## config.mk

```make
export PLATFORM = sky130hd
export DESIGN_NAME = controle_deslocamento
export DESIGN_NICKNAME = d
export VERILOG_FILES = /design/src/rtl/controle_deslocamento.sv
export SDC_FILE = /design/constraint.sdc
export NUM_CORES = 1
export LEC_CHECK = 0
export CAP_MARGIN = 20
export CELL_PAD_IN_SITES_DETAIL_PLACEMENT = 1
export CELL_PAD_IN_SITES_GLOBAL_PLACEMENT = 1
export CORE_MARGIN = 4
export CORE_UTILIZATION = 31
export DETAILED_ROUTE_END_ITERATION = 12
export GPL_TIMING_DRIVEN = 0
export PLACE_DENSITY = 0.79
export RECOVER_POWER = 100
export SLEW_MARGIN = 10
export SYNTH_ARGS = -nofsm -noshare
export SYNTH_HDL_FRONTEND = slang
export SYNTH_SLANG_ARGS = --single-unit
```

## constraint.sdc

```tcl
create_clock -name clk -period 2 [get_ports clk]
set_clock_uncertainty 0.15 [all_clocks]
set_input_delay 0.4 -clock clk [delete_from_list [all_inputs] [get_ports clk]]
set_output_delay 0.4 -clock clk [all_outputs]
set_load 0.1 [all_outputs]
```

## src/rtl/controle_deslocamento.sv

```systemverilog
// Mode sequencer and bidirectional LED shift register behind the 3:1 mode mux.
// Latency: a shift lands DIV_PASSO edges after the press; a load lands 1 edge after DEFINIR.
// No backpressure: buttons are edge-detected and acted on at once; optional CONTADOR_PASSOS_EN adds num_passos.
module controle_deslocamento #(
   parameter int LARGURA   = 8,
   parameter int DIV_PASSO = 4
) (
   input  logic               clk,
   input  logic               rst_n,
   input  logic               botao_definir,
   input  logic               botao_esq_dir,
   input  logic               botao_dir_esq,
   input  logic               botao_parar,
   input  logic [LARGURA-1:0] valores_in,
   input  logic               entrada_serial,
   output logic               ch0,
   output logic               ch1,
   output logic [LARGURA-1:0] saida,
   output logic               passo
`ifdef CONTADOR_PASSOS_EN
   ,
   output logic [7:0]         num_passos
`endif
);

   localparam int              CW      = $clog2(DIV_PASSO);
   localparam logic [CW-1:0]   CNT_MAX = CW'(DIV_PASSO - 1);

   // Button bit positions, highest priority first.
   localparam int B_PAR = 3;
   localparam int B_DEF = 2;
   localparam int B_ESQ = 1;
   localparam int B_DIR = 0;

   // Encoding equals {ch1,ch0}, so the mux select comes straight from flops.
   typedef enum logic [1:0] {
      DEFINIR = 2'b00,
      ESQ_DIR = 2'b01,
      DIR_ESQ = 2'b10,
      PARADO  = 2'b11
   } estado_t;

   estado_t            estado_q, estado_d;
   logic [3:0]         botoes_q;
   logic [3:0]         botoes_agora;
   logic [3:0]         borda;
   logic [CW-1:0]      cont_q, cont_d;
   logic [LARGURA-1:0] saida_q, saida_d;
   logic               passo_q, passo_d;
   logic               carga;
   logic               desloca;
`ifdef CONTADOR_PASSOS_EN
   logic [7:0]         num_q, num_d;
`endif

   assign botoes_agora = {botao_parar, botao_definir, botao_esq_dir, botao_dir_esq};
   assign borda        = botoes_agora & ~botoes_q;

   // State register, button history and datapath registers with synchronous reset.
   always_ff @(posedge clk) begin
      if (!rst_n) begin
         estado_q <= PARADO;
         botoes_q <= '0;
         cont_q   <= '0;
         saida_q  <= '0;
         passo_q  <= 1'b0;
`ifdef CONTADOR_PASSOS_EN
         num_q    <= '0;
`endif
      end else begin
         estado_q <= estado_d;
         botoes_q <= botoes_agora;
         cont_q   <= cont_d;
         saida_q  <= saida_d;
         passo_q  <= passo_d;
`ifdef CONTADOR_PASSOS_EN
         num_q    <= num_d;
`endif
      end
   end

   // Next state, step counter and shift/load decisions; a button action on a step edge suppresses the shift.
   always_comb begin
      estado_d = estado_q;
      cont_d   = cont_q;
      saida_d  = saida_q;
      passo_d  = 1'b0;
      carga    = 1'b0;
      desloca  = 1'b0;
      case (estado_q)
         PARADO: begin
            cont_d = '0;
            if (borda[B_PAR])      estado_d = PARADO;
            else if (borda[B_DEF]) estado_d = DEFINIR;
            else if (borda[B_ESQ]) estado_d = ESQ_DIR;
            else if (borda[B_DIR]) estado_d = DIR_ESQ;
         end
         DEFINIR: begin
            carga    = 1'b1;
            saida_d  = valores_in;
            cont_d   = '0;
            estado_d = PARADO;
         end
         ESQ_DIR, DIR_ESQ: begin
            if (borda[B_PAR]) begin
               estado_d = PARADO;
               cont_d   = '0;
            end else if (borda[B_DEF]) begin
               estado_d = DEFINIR;
               cont_d   = '0;
            end else if (estado_q == ESQ_DIR && borda[B_DIR] && !borda[B_ESQ]) begin
               estado_d = DIR_ESQ;
               cont_d   = '0;
            end else if (estado_q == DIR_ESQ && borda[B_ESQ]) begin
               estado_d = ESQ_DIR;
               cont_d   = '0;
            end else if (cont_q == CNT_MAX) begin
               desloca = 1'b1;
               passo_d = 1'b1;
               cont_d  = '0;
               if (estado_q == ESQ_DIR)
                  saida_d = {entrada_serial, saida_q[LARGURA-1:1]};
               else
                  saida_d = {saida_q[LARGURA-2:0], entrada_serial};
            end else begin
               cont_d = cont_q + CW'(1);
            end
         end
         default: estado_d = PARADO;
      endcase
   end

`ifdef CONTADOR_PASSOS_EN
   // Shift counter: cleared by a load, wraps naturally at 8 bits.
   always_comb begin
      num_d = num_q;
      if (carga)
         num_d = '0;
      else if (desloca)
         num_d = num_q + 8'd1;
   end

   assign num_passos = num_q;
`endif

   assign {ch1, ch0} = estado_q;
   assign saida      = saida_q;
   assign passo      = passo_q;

endmodule

```

# Word level (Yosys, flattened, before mapping)

Index checks and enable logic that the tools add are counted.

Register bits after elaboration: 17
Input bits: 15
Output and inout port bits: 11
Logic and storage cells: 55

Add/subtract/negate cells: 1
Eq/ne operators: 11
Multiplexer cells: 23
Bitwise gates (word level): 4
Reduce and logical (&&, ||, !) cells: 11

Operators by type and width:

| cell                                                 | number |
|---|---|
| two-way mux 8 bit                                    | 6 |
| two-way mux 2 bit                                    | 13 |
| case mux 8 bit (2 select lines)                      | 1 |
| != test 2 bit (second input constant)                | 5 |
| != test 5 bit (second input constant)                | 2 |
| equality test 2 bit (second input constant)          | 3 |
| case mux 2 bit (3 select lines)                      | 1 |
| AND reduction 6 bit                                  | 1 |
| OR reduction 6 bit                                   | 1 |
| bitwise AND 4 bit                                    | 1 |
| inverter 4 bit                                       | 1 |
| case mux 2 bit (2 select lines)                      | 1 |
| OR reduction 2 bit                                   | 2 |
| logical AND 1 bit                                    | 3 |
| adder 2 x 1 -> 2 bit (second input constant)         | 1 |
| equality test 2 x 1 -> 1 bit (second input constant) | 1 |
| logical NOT 2 bit                                    | 1 |
| inverter 1 bit                                       | 2 |
| AND reduction 2 bit                                  | 1 |
| nonzero test 2 bit                                   | 1 |
| logical NOT 1 bit                                    | 1 |
| two-way mux 1 bit                                    | 1 |

# Depth between registers and ports, before layout

Depth after elaboration: 8
Gate-level depth with buffers: 9
Mapped depth without buffers: 7

# Worst setup path before layout

Ideal clock, no wire load.

Path kind: register to register
From: reg estado_q[1]
To: reg saida_q[5], in the netlist saida[5]
Setup time: 0.070 ns
Arrival: 2.637 ns
Required time: 1.780 ns
Setup slack: -0.857 ns
Stages on the path, launching flop included: 10
Buffers on the path: 2
Clock period less this slack: 2.857 ns
Cell sequence: dfxtp_1 > inv_1 > ha_1 > clkbuf_1 > inv_1 > a221oi_4 > a32o_2 > buf_6 > o2111ai_1 > o21ai_1

Word-level cells in the longest chain between the ends: 8
Elaborated cells on any way between the ends: 21
Classes of those cells: eq/ne: 7; mux: 7; reduce/logical: 7

Ends and longest elaborated chain:

| item                            | RTL line     | RTL |
|---|---|---|
| start, declared                 | 43           | `estado_t estado_q, estado_d;` |
| start signal, assigned          | 71           | `estado_q <= estado_d;` |
| equality test 2 x 1 -> 1 bit    | 90, 111, 121 |  |
| two-way mux 8 bit               | 121          | `if (estado_q == ESQ_DIR)` |
| two-way mux 8 bit               | 117          | `end else if (cont_q == CNT_MAX) begin` |
| two-way mux 8 bit               | 114          | `end else if (estado_q == DIR_ESQ && borda[B_ESQ]) begin` |
| two-way mux 8 bit               | 111          | `end else if (estado_q == ESQ_DIR && borda[B_DIR] && !borda[B_ESQ]) begin` |
| two-way mux 8 bit               | 108          | `end else if (borda[B_DEF]) begin` |
| two-way mux 8 bit               | 105          | `if (borda[B_PAR]) begin` |
| case mux 8 bit (2 select lines) | 90           | `case (estado_q)` |
| end signal, assigned            | 74           | `saida_q <= saida_d;` |
| end, declared                   | 48           | `logic [LARGURA-1:0] saida_q, saida_d;` |

Several ways; a longest one is shown, not always the timed one. The select of a mux whose other input is x is not followed.
A chain may end at the register's enable or synchronous reset.

# Final worst setup path

From: reg estado_q[1]
To: out ch1

RTL lines:

| item          | RTL line | RTL |
|---|---|---|
| end, declared | 17       | `output logic ch1,` |

No word-level cell between the ends.

==> run_results.csv <==
group,metric,value,unit
pwr,power_density,1320,mW/mm2
worst_setup_path,cp.required,1450,ps
placement,gp_congestion,0.870,
synthesis,async_reset_ff_share,0,%
route,wl_per_cell,16.7,um
timing,setup_tns,0,ps
grt,grt_usage,14.9,%
floorplan,fp.coreArea,0.00283,mm2
synthesis,syn_nets,127,
route,wl,2930,um
cts,clk-insertion-delay-late,300,ps
cts,ctsHoldBuffers,0,
grt,grt_pass1_vias,1048,
grt,grt_pass1_wl,4770,um
floorplan,ios,26,
final_layout,drive_gt1_share,31.0,%
synthesis,ys_seq_area_share,35.9,%
final_layout,area_growth,50.6,%
pwr,power.share.clock,10.3,%
cts,cts_tree,"built",
placement,port_buffers,25,
grt,globalRouteOverflowTotal,0,
worst_setup_path,start_kind,"flip-flop",
route,dr.pass1.iters,4,
synthesis,yosysUniqueCellTypes,28,
worst_hold_path,hold_path_class,"reg -> reg",
synthesis,syn-cell-area,947,um2
timing,finalMaxSlewViolations,0,
placement,dpl.hpwl,1970,um
route,drt.antenna.violating_nets,0,
worst_setup_path,cp_top_family,"buffers and inverters",
timing,fin_crit,1930,ps
grt,antenna_found_initial,0,
synthesis,synth_ff_type,"dfxtp_1",
floorplan,die-width,63.3,um
pwr,power,0.00188,W
pwr,pwr-share-comb,65.8,%
final_layout,final_nets,167,
timing,relSlewSlack,63.6,%
floorplan,dieArea,0.00400,mm2
run,cap_violations,0,
floorplan,die_h,63.3,um
pwr,p_leak,0.549,nW
cts,clk_pin_slew_worst_paths,110,ps
worst_setup_path,max_stage_delay,560,ps
cts,clk_path_buf_depth,2,
floorplan,rows,19,
final_layout,n_fill_cell,332,
worst_setup_path,worstPathCellList,"clkbuf_2 -> clkdlybuf4s15_2",
timing,max_freq,517,MHz
cts,cts.sinks,17,
timing,finalCritPeriodShare,96.7,%
pwr,seqPwrFrac,23.9,%
worst_setup_path,worstPathMaxFanout,4,
route,vias_per_cell,5.44,
worst_setup_path,crit_buf_inv,2,
worst_setup_path,cp.arrival,1380,ps
pwr,intPower,0.000928,W
timing,worst_pin_slew,549,ps
synthesis,synth_edf_count,0,
cts,ctsHtreeMaxLevel,1,
pwr,p_sw,0.000951,W
timing,finalSetupViolCount,0,
worst_setup_path,cp-end-kind,"output pin",
pwr,peakVddDrop,0.000611,V
synthesis,synth_cells,106,
grt,grt_max_degree,11,
floorplan,initial_core_util,33.5,%
route,drc,0,
final_layout,antenna_cells,0,
cts,numCtsBuffers,3,
synthesis,yosysWarningCount,0,
synthesis,syn_avg_cell_area,8.94,um2
outcome,outcome,"complete, no violations",
timing,final-hold-violation-count,0,
worst_setup_path,critPathSlowestCell,"clkdlybuf4s15_2",
route,dr.first_iter.drc_count,36,
synthesis,synth_seq_cells,17,
pwr,sw_frac_of_total,50.6,%
route,num_vias,958,
cts,cts-root-buf,"clkbuf_4",
worst_setup_path,critPathKind,"reg -> out",
registers in the layout, summed over array words and instances, names as in the netlist:
name and cells:
cont_q 2, passo 1, botoes_q 4, saida 8, estado_q 2
Yosys cell counts (2+ instances only):
master     instances  area share, %
nand2_1           18            7.1
dfxtp_1           17             36
mux2i_1            8            8.5
o2111ai_1          8            7.4
o21ai_0            8            4.2
ha_1               6            7.9
inv_1              6            2.4
and2_1             5            3.3
a21oi_1            4            2.1
buf_2              2            1.1
buf_6              2            2.4
clkbuf_1           2           0.79
nand2b_1           2            1.3
nor2_1             2           0.79
nor2b_1            2            1.3
o21ai_1            2            1.1
cells by family (layout without fill, tap and decap cells):
group	Yosys count	count (layout)	synth area share (%)
adder cells (fa/ha/maj)	6	6	7.93
multiplexers	8	8	8.45
AND/OR/NAND/NOR	33	33	17.2
buffers and inverters	12	51	6.61
flip-flops	17	17	35.9
AO/OA/AOI/OAI	30	30	23.9
cell usage in the layout (no fill, tap or decap), drive strengths merged, types with 4 or more instances in the layout:
master | Yosys | routed
inv | 6 | 6
o2111ai | 8 | 8
clkdlybuf4s50 | 0 | 13
a21oi | 4 | 4
and2 | 5 | 5
nand2 | 18 | 18
o21ai | 10 | 10
buf | 4 | 14
clkbuf | 2 | 6
dfxtp | 17 | 17
clkdlybuf4s15 | 0 | 11
ha | 6 | 6
mux2i | 8 | 8
routing by layer:
| metal | global-route usage, % | vias up | share of wire, % |
|---|---|---|---|
| met5 | 0 | - | 0 |
| met3 | 3.37 | 6 | 4.7 |
| met1 | 17.6 | 463 | 44 |
| met2 | 25.6 | 30 | 50 |
| met4 | 6.74 | 0 | 1.9 |
| li1 | - | 459 | - |
power groups by stage:
| stage | Combinational, W | Clock [W] | Sequential, W |
|---|---|---|---|
| global route | 0.00133 | 0.000219 | 0.000460 |
| CTS | 0.00112 | 0.000206 | 0.000448 |
| finish | 0.00124 | 0.000193 | 0.000450 |
| global placement | 0.00102 | 0 | 0.000468 |
| floorplan | 0.000539 | 0 | 0.000730 |
| detailed placement | 0.00105 | 0 | 0.000470 |
final timing paths:
kind	startpoint	end	slack (ps)	cells past startpoint
max	estado_q[1]$_SDFFE_PN1P_	ch1	70	2
min	cont_q[0]$_SDFF_PP0_	cont_q[0]$_SDFF_PP0_	290	1
max reg2reg	estado_q[1]$_SDFFE_PN1P_	saida[7]$_SDFFE_PN0P_	70	8
min reg2reg	cont_q[0]$_SDFF_PP0_	cont_q[0]$_SDFF_PP0_	290	1
worst reg2reg max path: stages (launching register included):
cell and delay, ps:
dfxtp_4 380, inv_4 50, ha_4 180, and3b_4 190
a221oi_4 280, a32o_2 300, buf_6 130, o2111ai_1 120
o21ai_0 100
final cells by class:
class	instances	area (um2)	share of cell area, %
timing repair buffer	37	357	25.0
inverter	6	27.5	1.93
tap	31	38.8	2.72
multi-input combinational	77	604	42.4
sequential	17	348	24.4
clock buffer	4	26.3	1.84
buffer	4	25.0	1.75
per-stage QoR:
step	hold slack, ps	std cells	setup slack, ps	cell area, um2	utilization, %
floorplan	255	106	-106	992	-
global placement	262	162	-231	1280	45.3
detailed placement	284	162	-276	1280	45.3
CTS	299	171	3.11	1360	47.9
global route	311	176	-38.7	1430	50.4
finish	288	176	66.5	1430	50.4
timing repair:
action | 4_1_cts | 5_1_grt
setup buffers | 5 | 6
gates resized for setup | 35 | 11
pin swaps | 2 | 4
gates cloned | 1 | 0
setup endpoints to repair | 20 | 9
Power figures use the tool's default switching activity.
